$ cat config.mk
export PLATFORM = sky130hd
export DESIGN_NAME = alu_arbiter
export DESIGN_NICKNAME = d
export VERILOG_FILES = /design/src/rtl/alu_arbiter.sv
export SDC_FILE = /design/constraint.sdc
export NUM_CORES = 1
export LEC_CHECK = 0
export ABC_AREA = 1
export CAP_MARGIN = 0
export CORE_ASPECT_RATIO = 0.6
export CORE_MARGIN = 1.5
export CORE_UTILIZATION = 45
export CTS_CLUSTER_SIZE = 24
export DETAILED_ROUTE_END_ITERATION = 7
export PLACE_DENSITY_LB_ADDON = 0.1
export SYNTH_ARGS = -nofsm -noshare
export SYNTH_HDL_FRONTEND = slang
export SYNTH_SLANG_ARGS = --single-unit
$ cat constraint.sdc
create_clock -name clk -period 2.25 [get_ports clk]
set_input_delay 0.225 -clock clk [delete_from_list [all_inputs] [get_ports clk]]
set_output_delay 0.225 -clock clk [all_outputs]
set_load 0.02 [all_outputs]
$ cat src/rtl/alu_arbiter.sv
// -----------------------------------------------------------------------------
// alu_arbiter
//
// Shares one multi-cycle ALU between two requesters. A round-robin grant picks
// one pending operation in IDLE and registers its operands and opcode toward
// the ALU. It then pulses alu_start for one cycle and waits LATENCY cycles.
// Next it captures the ALU result and presents it to the owning requester
// until that requester consumes it.
//
// Parameters
//   Word_Length  operand/result width in bits
//   LATENCY      cycles from ALU issue to result sampling (legal range 1..15)
//
// Ports
//   clk                          sole clock, rising edge
//   reset                        synchronous, active-low reset
//   req0_valid / req1_valid      requester n has an operation pending
//   req0_ready / req1_ready      operation of requester n accepted this cycle
//   req0_A, req0_B, req0_Control operands/opcode of requester 0
//   req1_A, req1_B, req1_Control operands/opcode of requester 1
//   alu_A, alu_B, alu_Control    operands/opcode driven to the shared ALU
//   alu_start                    one-cycle issue strobe to the ALU
//   alu_C, alu_Carry             ALU result and carry/overflow
//   resp0_valid / resp1_valid    result available for requester n
//   resp0_ready / resp1_ready    requester n consumes the result
//   resp_C, resp_Carry           captured result, shared by both responders
//   busy                         high whenever the FSM is not in IDLE
// -----------------------------------------------------------------------------
module alu_arbiter #(
    parameter int Word_Length = 6,
    parameter int LATENCY     = 2
) (
    input  logic                   clk,
    input  logic                   reset,

    input  logic                   req0_valid,
    output logic                   req0_ready,
    input  logic [Word_Length-1:0] req0_A,
    input  logic [Word_Length-1:0] req0_B,
    input  logic [3:0]             req0_Control,

    input  logic                   req1_valid,
    output logic                   req1_ready,
    input  logic [Word_Length-1:0] req1_A,
    input  logic [Word_Length-1:0] req1_B,
    input  logic [3:0]             req1_Control,

    output logic [Word_Length-1:0] alu_A,
    output logic [Word_Length-1:0] alu_B,
    output logic [3:0]             alu_Control,
    output logic                   alu_start,
    input  logic [Word_Length-1:0] alu_C,
    input  logic                   alu_Carry,

    output logic                   resp0_valid,
    input  logic                   resp0_ready,
    output logic                   resp1_valid,
    input  logic                   resp1_ready,
    output logic [Word_Length-1:0] resp_C,
    output logic                   resp_Carry,
    output logic                   busy
);

    typedef enum logic [1:0] {
        IDLE  = 2'd0,
        ISSUE = 2'd1,
        WAIT  = 2'd2,
        RESP  = 2'd3
    } stateT;

    // Down-counter reload value; 4 bits covers the full 1..15 range.
    localparam logic [3:0] LatLoad = 4'(LATENCY);

    stateT                  stateReg;
    logic                   rrPtrReg;       // index of the requester favoured on contention
    logic                   ownerReg;       // requester whose operation is in flight
    logic [3:0]             countReg;
    logic [Word_Length-1:0] aluAReg;
    logic [Word_Length-1:0] aluBReg;
    logic [3:0]             aluCtlReg;
    logic                   aluStartReg;
    logic [Word_Length-1:0] respCReg;
    logic                   respCarryReg;
    logic [1:0]             respValidReg;
    logic                   busyReg;

    // Per-requester views so the grant logic can be written once.
    logic [1:0]             reqValid;
    logic [1:0]             respReady;
    logic [1:0]             grant;
    logic [Word_Length-1:0] reqA   [2];
    logic [Word_Length-1:0] reqB   [2];
    logic [3:0]             reqCtl [2];

    assign reqValid  = {req1_valid, req0_valid};
    assign respReady = {resp1_ready, resp0_ready};
    assign reqA[0]   = req0_A;
    assign reqA[1]   = req1_A;
    assign reqB[0]   = req0_B;
    assign reqB[1]   = req1_B;
    assign reqCtl[0] = req0_Control;
    assign reqCtl[1] = req1_Control;

    // A requester is granted when it is the only one asking, or when both ask
    // and the pointer favours it. Ready is held low while reset is asserted so
    // a requester never sees an acceptance that the FSM would discard.
    generate
        for (genvar gi = 0; gi < 2; gi++) begin : gGrant
            assign grant[gi] = reset && (stateReg == IDLE) && reqValid[gi] &&
                               (!reqValid[1-gi] || (rrPtrReg == 1'(gi)));
        end
    endgenerate

    logic winner;
    logic accept;
    logic respDone;

    assign winner   = grant[1];
    assign accept   = |grant;
    // respValidReg is only ever set for the owner, so a ready from the other
    // requester cannot complete the response.
    assign respDone = |(respValidReg & respReady);

    always_ff @(posedge clk) begin
        if (!reset) begin
            stateReg     <= IDLE;
            rrPtrReg     <= 1'b0;
            ownerReg     <= 1'b0;
            countReg     <= 4'd0;
            aluAReg      <= '0;
            aluBReg      <= '0;
            aluCtlReg    <= 4'd0;
            aluStartReg  <= 1'b0;
            respCReg     <= '0;
            respCarryReg <= 1'b0;
            respValidReg <= 2'b00;
            busyReg      <= 1'b0;
        end else begin
            case (stateReg)
                IDLE: begin
                    if (accept) begin
                        // Operands stay registered until the next handshake.
                        aluAReg     <= reqA[winner];
                        aluBReg     <= reqB[winner];
                        aluCtlReg   <= reqCtl[winner];
                        ownerReg    <= winner;
                        rrPtrReg    <= ~winner;
                        aluStartReg <= 1'b1;
                        busyReg     <= 1'b1;
                        stateReg    <= ISSUE;
                    end
                end

                ISSUE: begin
                    aluStartReg <= 1'b0;
                    countReg    <= LatLoad;
                    stateReg    <= WAIT;
                end

                WAIT: begin
                    countReg <= countReg - 4'd1;
                    // Treating 0 like 1 keeps an out-of-range LATENCY from
                    // wrapping the counter and stalling for 16 cycles.
                    if (countReg <= 4'd1) begin
                        respCReg     <= alu_C;
                        respCarryReg <= alu_Carry;
                        respValidReg <= ownerReg ? 2'b10 : 2'b01;
                        stateReg     <= RESP;
                    end
                end

                RESP: begin
                    if (respDone) begin
                        respValidReg <= 2'b00;
                        busyReg      <= 1'b0;
                        stateReg     <= IDLE;
                    end
                end

                default: begin
                    stateReg <= IDLE;
                end
            endcase
        end
    end

    assign req0_ready  = grant[0];
    assign req1_ready  = grant[1];
    assign alu_A       = aluAReg;
    assign alu_B       = aluBReg;
    assign alu_Control = aluCtlReg;
    assign alu_start   = aluStartReg;
    assign resp0_valid = respValidReg[0];
    assign resp1_valid = respValidReg[1];
    assign resp_C      = respCReg;
    assign resp_Carry  = respCarryReg;
    assign busy        = busyReg;

endmodule
# --- After elaboration in Yosys (flattened, before gate mapping) ---
# Index checks and enable logic that the tools add are counted.
word_totals:
  ff_bits: 35
  input_bits: 45
  out_inout_bits: 29
  elab_cells: 68
op_classes:
  addsub: 1
  magnitude_cmp: 2
  n_eq_ne: 6
  n_mux: 21
  n_bitwise: 4
  reduce_logical: 22
ops:
  columns: ["cell", "n"]
  rows:
  - ["two-way mux 6 bit", 6]
  - ["two-way mux 4 bit", 3]
  - ["two-way mux 2 bit", 5]
  - ["AND reduction 3 bit", 3]
  - ["one-hot mux 2 bit (4 select lines)", 1]
  - ["one-hot mux 4 bit (2 select lines)", 1]
  - ["nonzero test 2 bit", 4]
  - ["inequality test 2 bit (second input constant)", 3]
  - ["AND reduction 2 bit", 3]
  - ["logical AND 1 bit", 5]
  - ["equality test 2 bit (second input constant)", 2]
  - ["<= comparator 4 x 1 -> 1 bit (second input constant)", 1]
  - ["one-hot mux 1 bit (2 select lines)", 2]
  - ["one-hot mux 2 bit (2 select lines)", 1]
  - ["OR reduction 2 bit", 2]
  - ["subtractor 4 x 1 -> 4 bit (second input constant)", 1]
  - ["bitwise AND 2 bit", 1]
  - ["equality test 2 x 1 -> 1 bit (second input constant)", 1]
  - ["greater-or-equal comparator 2 bit (second input constant)", 1]
  - ["logical NOT 1 bit", 2]
  - ["logical NOT 2 bit", 1]
  - ["logical OR 1 bit", 2]
  - ["two-way mux 1 bit", 2]
  - ["NOT 1 bit", 2]
  - ["NOT 1 -> 2 bit", 1]

# --- Longest topological paths before layout ---
logic_depth:
  word_depth: 8
  ltp_mapped: 10
  ltp_nobuf: 10

# --- Least setup slack after synthesis ---
# Ideal clock, no wire load.
synth_path:
  kind: "flip-flop to flip-flop"
  startpoint: "register stateReg[0]"
  endpoint: "register aluAReg[4], in the netlist alu_A[4]"
  setup_ps: 56
  arrival_time_ps: 1400
  t_required_ps: 2194
  path_slack_ps: 794
  stages_incl_launch_ff: 10
  n_path_buf: 1
  synth_period_minus_slack_ps: 1456
  cell_sequence: "dfxtp_1 inv_1 ha_1 nand3_4 a21oi_4 buf_8 nand2_2 nand3_2 nand2_1 inv_1"
synth_between:
  word_cells_on_any_way: 12
  cone_classes: "mux: 3; bitwise: 1; reduce/logical: 8"
synth_lines:
  columns: ["item", "line", "rtl"]
  rows:
  - ["start: declaration", "74", "stateT stateReg;"]
  - ["start signal: assignment", "126", "stateReg <= IDLE;"]
  - ["start signal: assignment", "150", "stateReg <= ISSUE;"]
  - ["start signal: assignment", "157", "stateReg <= WAIT;"]
  - ["logical NOT 2 bit", "109", "assign grant[gi] = reset && (stateReg == IDLE) && reqValid[gi] &&"]
  - ["logical AND 1 bit (3 in a row)", "109", null]
  - ["net req0_ready", "37", "output logic req0_ready,"]
  - ["OR reduction 2 bit", "119", "assign accept = |grant;"]
  - ["AND reduction 2 bit (no line)", null, null]
  - ["end signal: assignment", "143", "aluAReg <= reqA[winner];"]
  - ["end: declaration", "78", "logic [Word_Length-1:0] aluAReg;"]
# The timed path passes the listed nets, and every way through them passes these cells. The select of a mux whose other input is x is not followed.
# A chain may end at the register's enable or synchronous reset.

# --- Final worst setup path ---
layout_path:
  startpoint: "register stateReg[0]"
  endpoint: "output req1_ready"
layout_between:
  elab_chain_cells: 4
layout_lines:
  columns: ["item", "line", "rtl"]
  rows:
  - ["logical NOT 2 bit", "109", null]
  - ["logical AND 1 bit (3 in a row)", "109", null]
  - ["end: declaration", "43", "output logic req1_ready,"]
# Every way passes these cells.

==> results.txt <==
The run finished with clean final reports. The total negative setup slack is 0 ps. The achievable frequency is 0.465 GHz. Among all stages on the critical path, the largest delay is contributed by sky130_fd_sc_hd__clkdlybuf4s50_1. The number of iterations in the first detailed-routing pass is 4. The arrival time of the worst setup path came out at 1930 ps. The largest vdd supply drop is 0.000601 V.

For this design the static power due to leakage is 1.20 nW. The number of buffers on the longest clock path is 2. The count of final max-slew check failures was 0. Among all cell types in the netlist, the one instantiated most often is sky130_fd_sc_hd__nand2_1.

The wire length per cell came out at 11.7 µm. For this configuration, the core starts out at a cell density of 0.474. The placed instance area is 2510 µm². Setup violations remaining at the end of the flow were counted as 0. The worst setup path is launched from a register. The pre-CTS setup slack is 291 ps. The required time of the worst setup path came out at 2030 ps. The number of hold buffers added after cts is 0. The commonest cells after synthesis are sky130_fd_sc_hd__nand2_1 (61), sky130_fd_sc_hd__inv_1 (37), sky130_fd_sc_hd__dfxtp_1 (35), sky130_fd_sc_hd__nand3_1 (35).

In this run the remaining antenna-violating nets after routing total 0. The post-route total power is 2.56 mW. The register area share after synthesis came out at 0.402. The placed instance count is 360. The number of antenna violations at the first check in global routing came out at 0. The number of buffers inserted to repair setup after CTS is 0. The signal on the critical path passes through inv_1 -> ha_1 -> nand3_2 -> a21oi_4 -> clkdlybuf4s50_1.

Measured along the y axis, the die boundary spans 51.2 µm. The signed area change from the synthesized netlist to the final layout came out at 48.9%. The global-route wire length before repair is 7020 µm.

The number of maximum-capacitance violations is 0. Headroom to the max-slew limit came out at 0.722. The area of the die is 4270 µm².

The number of sinks handled by clock tree synthesis came out at 35. Dividing the detail-routed via count by the number of cells gives 4.83. Row generation in the floorplan step produced 17 rows. The count of placed standard cells in the final layout, fillers left out is 368. The dominant synthesized flop cell is sky130_fd_sc_hd__dfxtp_1. The worst setup path is of the register to primary output kind.

The TritonCTS clock tree is built. Clock-pin slew was measured on the worst setup and hold paths at 70 ps. The half-perimeter wire length after placement is 3140 µm.

For this run, the slowest stage of the critical path takes 630 ps. The biggest area contributor in the post-synthesis netlist is sky130_fd_sc_hd__dfxtp_1. The residual overflow from global routing came out at 0.

The quantity of gates resized following cts came out at 0. The number of antenna diodes in the final layout is 0. The number of buffers added by the clock tree synthesis step is 5. The total count of hold-check failures in the final report was 0. The fraction of registers with async set or reset after synthesis came out at 0. The mean instance size in the synthesized netlist came out at 7.14 µm². The post-synthesis register bit count came out at 35. The placeable core area is 3680 µm². The number of global-route vias before repair is 1486.

After detailed routing, the number of remaining DRC violations is 0. The final clock period utilization by the worst path came out at 0.957. The die width is 83.3 µm. Counting flops with a built-in enable in the synthesized netlist gives 0. The pin slew with the least headroom to its limit is 415 ps. The final-layout worst hold slack is 442 ps. The net count after synthesis came out at 296.

The shortest period the worst path allows came out at 2150 ps. The count of input and output buffers is 73. The number of DRC violations after detailed-routing iteration 0 is 74. Of the post-synthesis cell area, the dominant cell type holds 0.402.

The final cell area excluding filler cells came out at 2590 µm². The routed via count is 1779. For this design the ratio of total power to cell area is 987 nW/µm². The largest fanout of any net on the critical path came out at 4.

Synthesis produced 244 cells. The post-synthesis cell area is 1740 µm². Setup repair after global routing left no endpoint under its margin. The placer congestion estimate came out at 0.770.

STA classifies the critical path endpoint as a primary output. In the post-synthesis netlist, the biggest area contributors are sky130_fd_sc_hd__dfxtp_1 (40%), sky130_fd_sc_hd__nand2_1 (13%), sky130_fd_sc_hd__nand3_1 (10%). The class of the tightest hold or removal check is register to register. The I/O pin count is 74. The count of nets after finishing came out at 372. The clock tree synthesis step divided the H-tree into 2 levels. The wire length after detailed routing is 4310 µm. On the final layout, the worst clock skew is 6.83 ps. The synthesized netlist contains 22 unique library cells. The clock insertion delay at the later pin of the skew report came out at 290 ps. Measured on the finished design, the core utilization comes to 0.705.

The root buffer cell chosen for the clock tree is sky130_fd_sc_hd__clkbuf_8. The layout cell share with drive strength beyond 1 came out at 0.0810. The largest net degree at the start of global routing came out at 21.

The total routing usage reported by global routing is 0.213. The post-route worst setup slack came out at 97.6 ps. The Yosys step of the flow raised 0 warnings.
==> metal layers <==
layer  track usage  routed length, µm  vias to the layer above
met5             0                  0                        -
met4        0.0667                 46                        0
met3        0.0872                434                        4
met2         0.301               1680                       72
met1         0.295               2160                      782
li1              -                  -                      921
==> cell families after synthesis <==
logic type               share of synthesized area
adder cells (fa/ha/maj)                     0.0502
AND/OR/NAND/NOR                              0.337
AO/OA/AOI/OAI                               0.0940
buffers and inverters                        0.116
flip-flops                                   0.402
==> final cells by class <==
type	instances	area [µm²]
clock buffer	7	76.3
clock inverter	1	5.00
fill	330	1080
inverter	37	139
multi-input combinational	162	840
sequential	35	701
tap	47	58.8
timing repair buffer	79	776
==> final timing paths <==
kind	startpoint	to	slack, ps	cells past startpoint
hold reg to reg	resp_C[1]	resp_C[1]	440	2
setup reg to reg	stateReg[0]	stateReg[1]	550	9
hold / removal	resp_C[1]	resp_C[1]	440	2
setup / recovery	stateReg[0]	req1_ready	100	5
==> power breakdown <==
| part | internal, mW | switching (mW) | total, mW |
|---|---|---|---|
| clock network | 0.217 | 0.221 | 0.438 |
| registers | 0.788 | 0.103 | 0.890 |
| logic | 0.537 | 0.696 | 1.23 |
| total | 1.54 | 1.02 | 2.56 |
==> worst max-delay path, delay by kind of cell, from the launching register on <==
family / cells / cell delay, ps
buf+inv: 2 / 760
flops: 1 / 330
fa+ha+maj: 1 / 270
compound gates: 1 / 140
simple gates: 1 / 130
==> registers in the layout (all words and copies together), names as in the netlist, 2 cells and up <==
| register | flops |
|---|---|
| alu_A | 6 |
| alu_B | 6 |
| resp_C | 6 |
| alu_Control | 4 |
| countReg | 4 |
| respValidReg | 2 |
| stateReg | 2 |
==> layout by cell type (no fill, tap or decap), types with 2 or more instances in the layout <==
cell                              count
sky130_fd_sc_hd__clkbuf_1             2
sky130_fd_sc_hd__nor2_1              13
sky130_fd_sc_hd__clkdlybuf4s50_1     73
sky130_fd_sc_hd__nand2_1             61
sky130_fd_sc_hd__inv_1               37
sky130_fd_sc_hd__buf_4                6
sky130_fd_sc_hd__nand2_2              7
sky130_fd_sc_hd__nand3_1             35
sky130_fd_sc_hd__a21oi_1             13
sky130_fd_sc_hd__o21ai_0             10
sky130_fd_sc_hd__nand4_1              4
sky130_fd_sc_hd__dfxtp_1             35
sky130_fd_sc_hd__nand3_2              2
sky130_fd_sc_hd__clkbuf_8             5
sky130_fd_sc_hd__and3_1               2
sky130_fd_sc_hd__nor3_1               2
sky130_fd_sc_hd__a21oi_4              2
sky130_fd_sc_hd__ha_1                 7
Note: power is estimated with default switching activity, not from simulation.
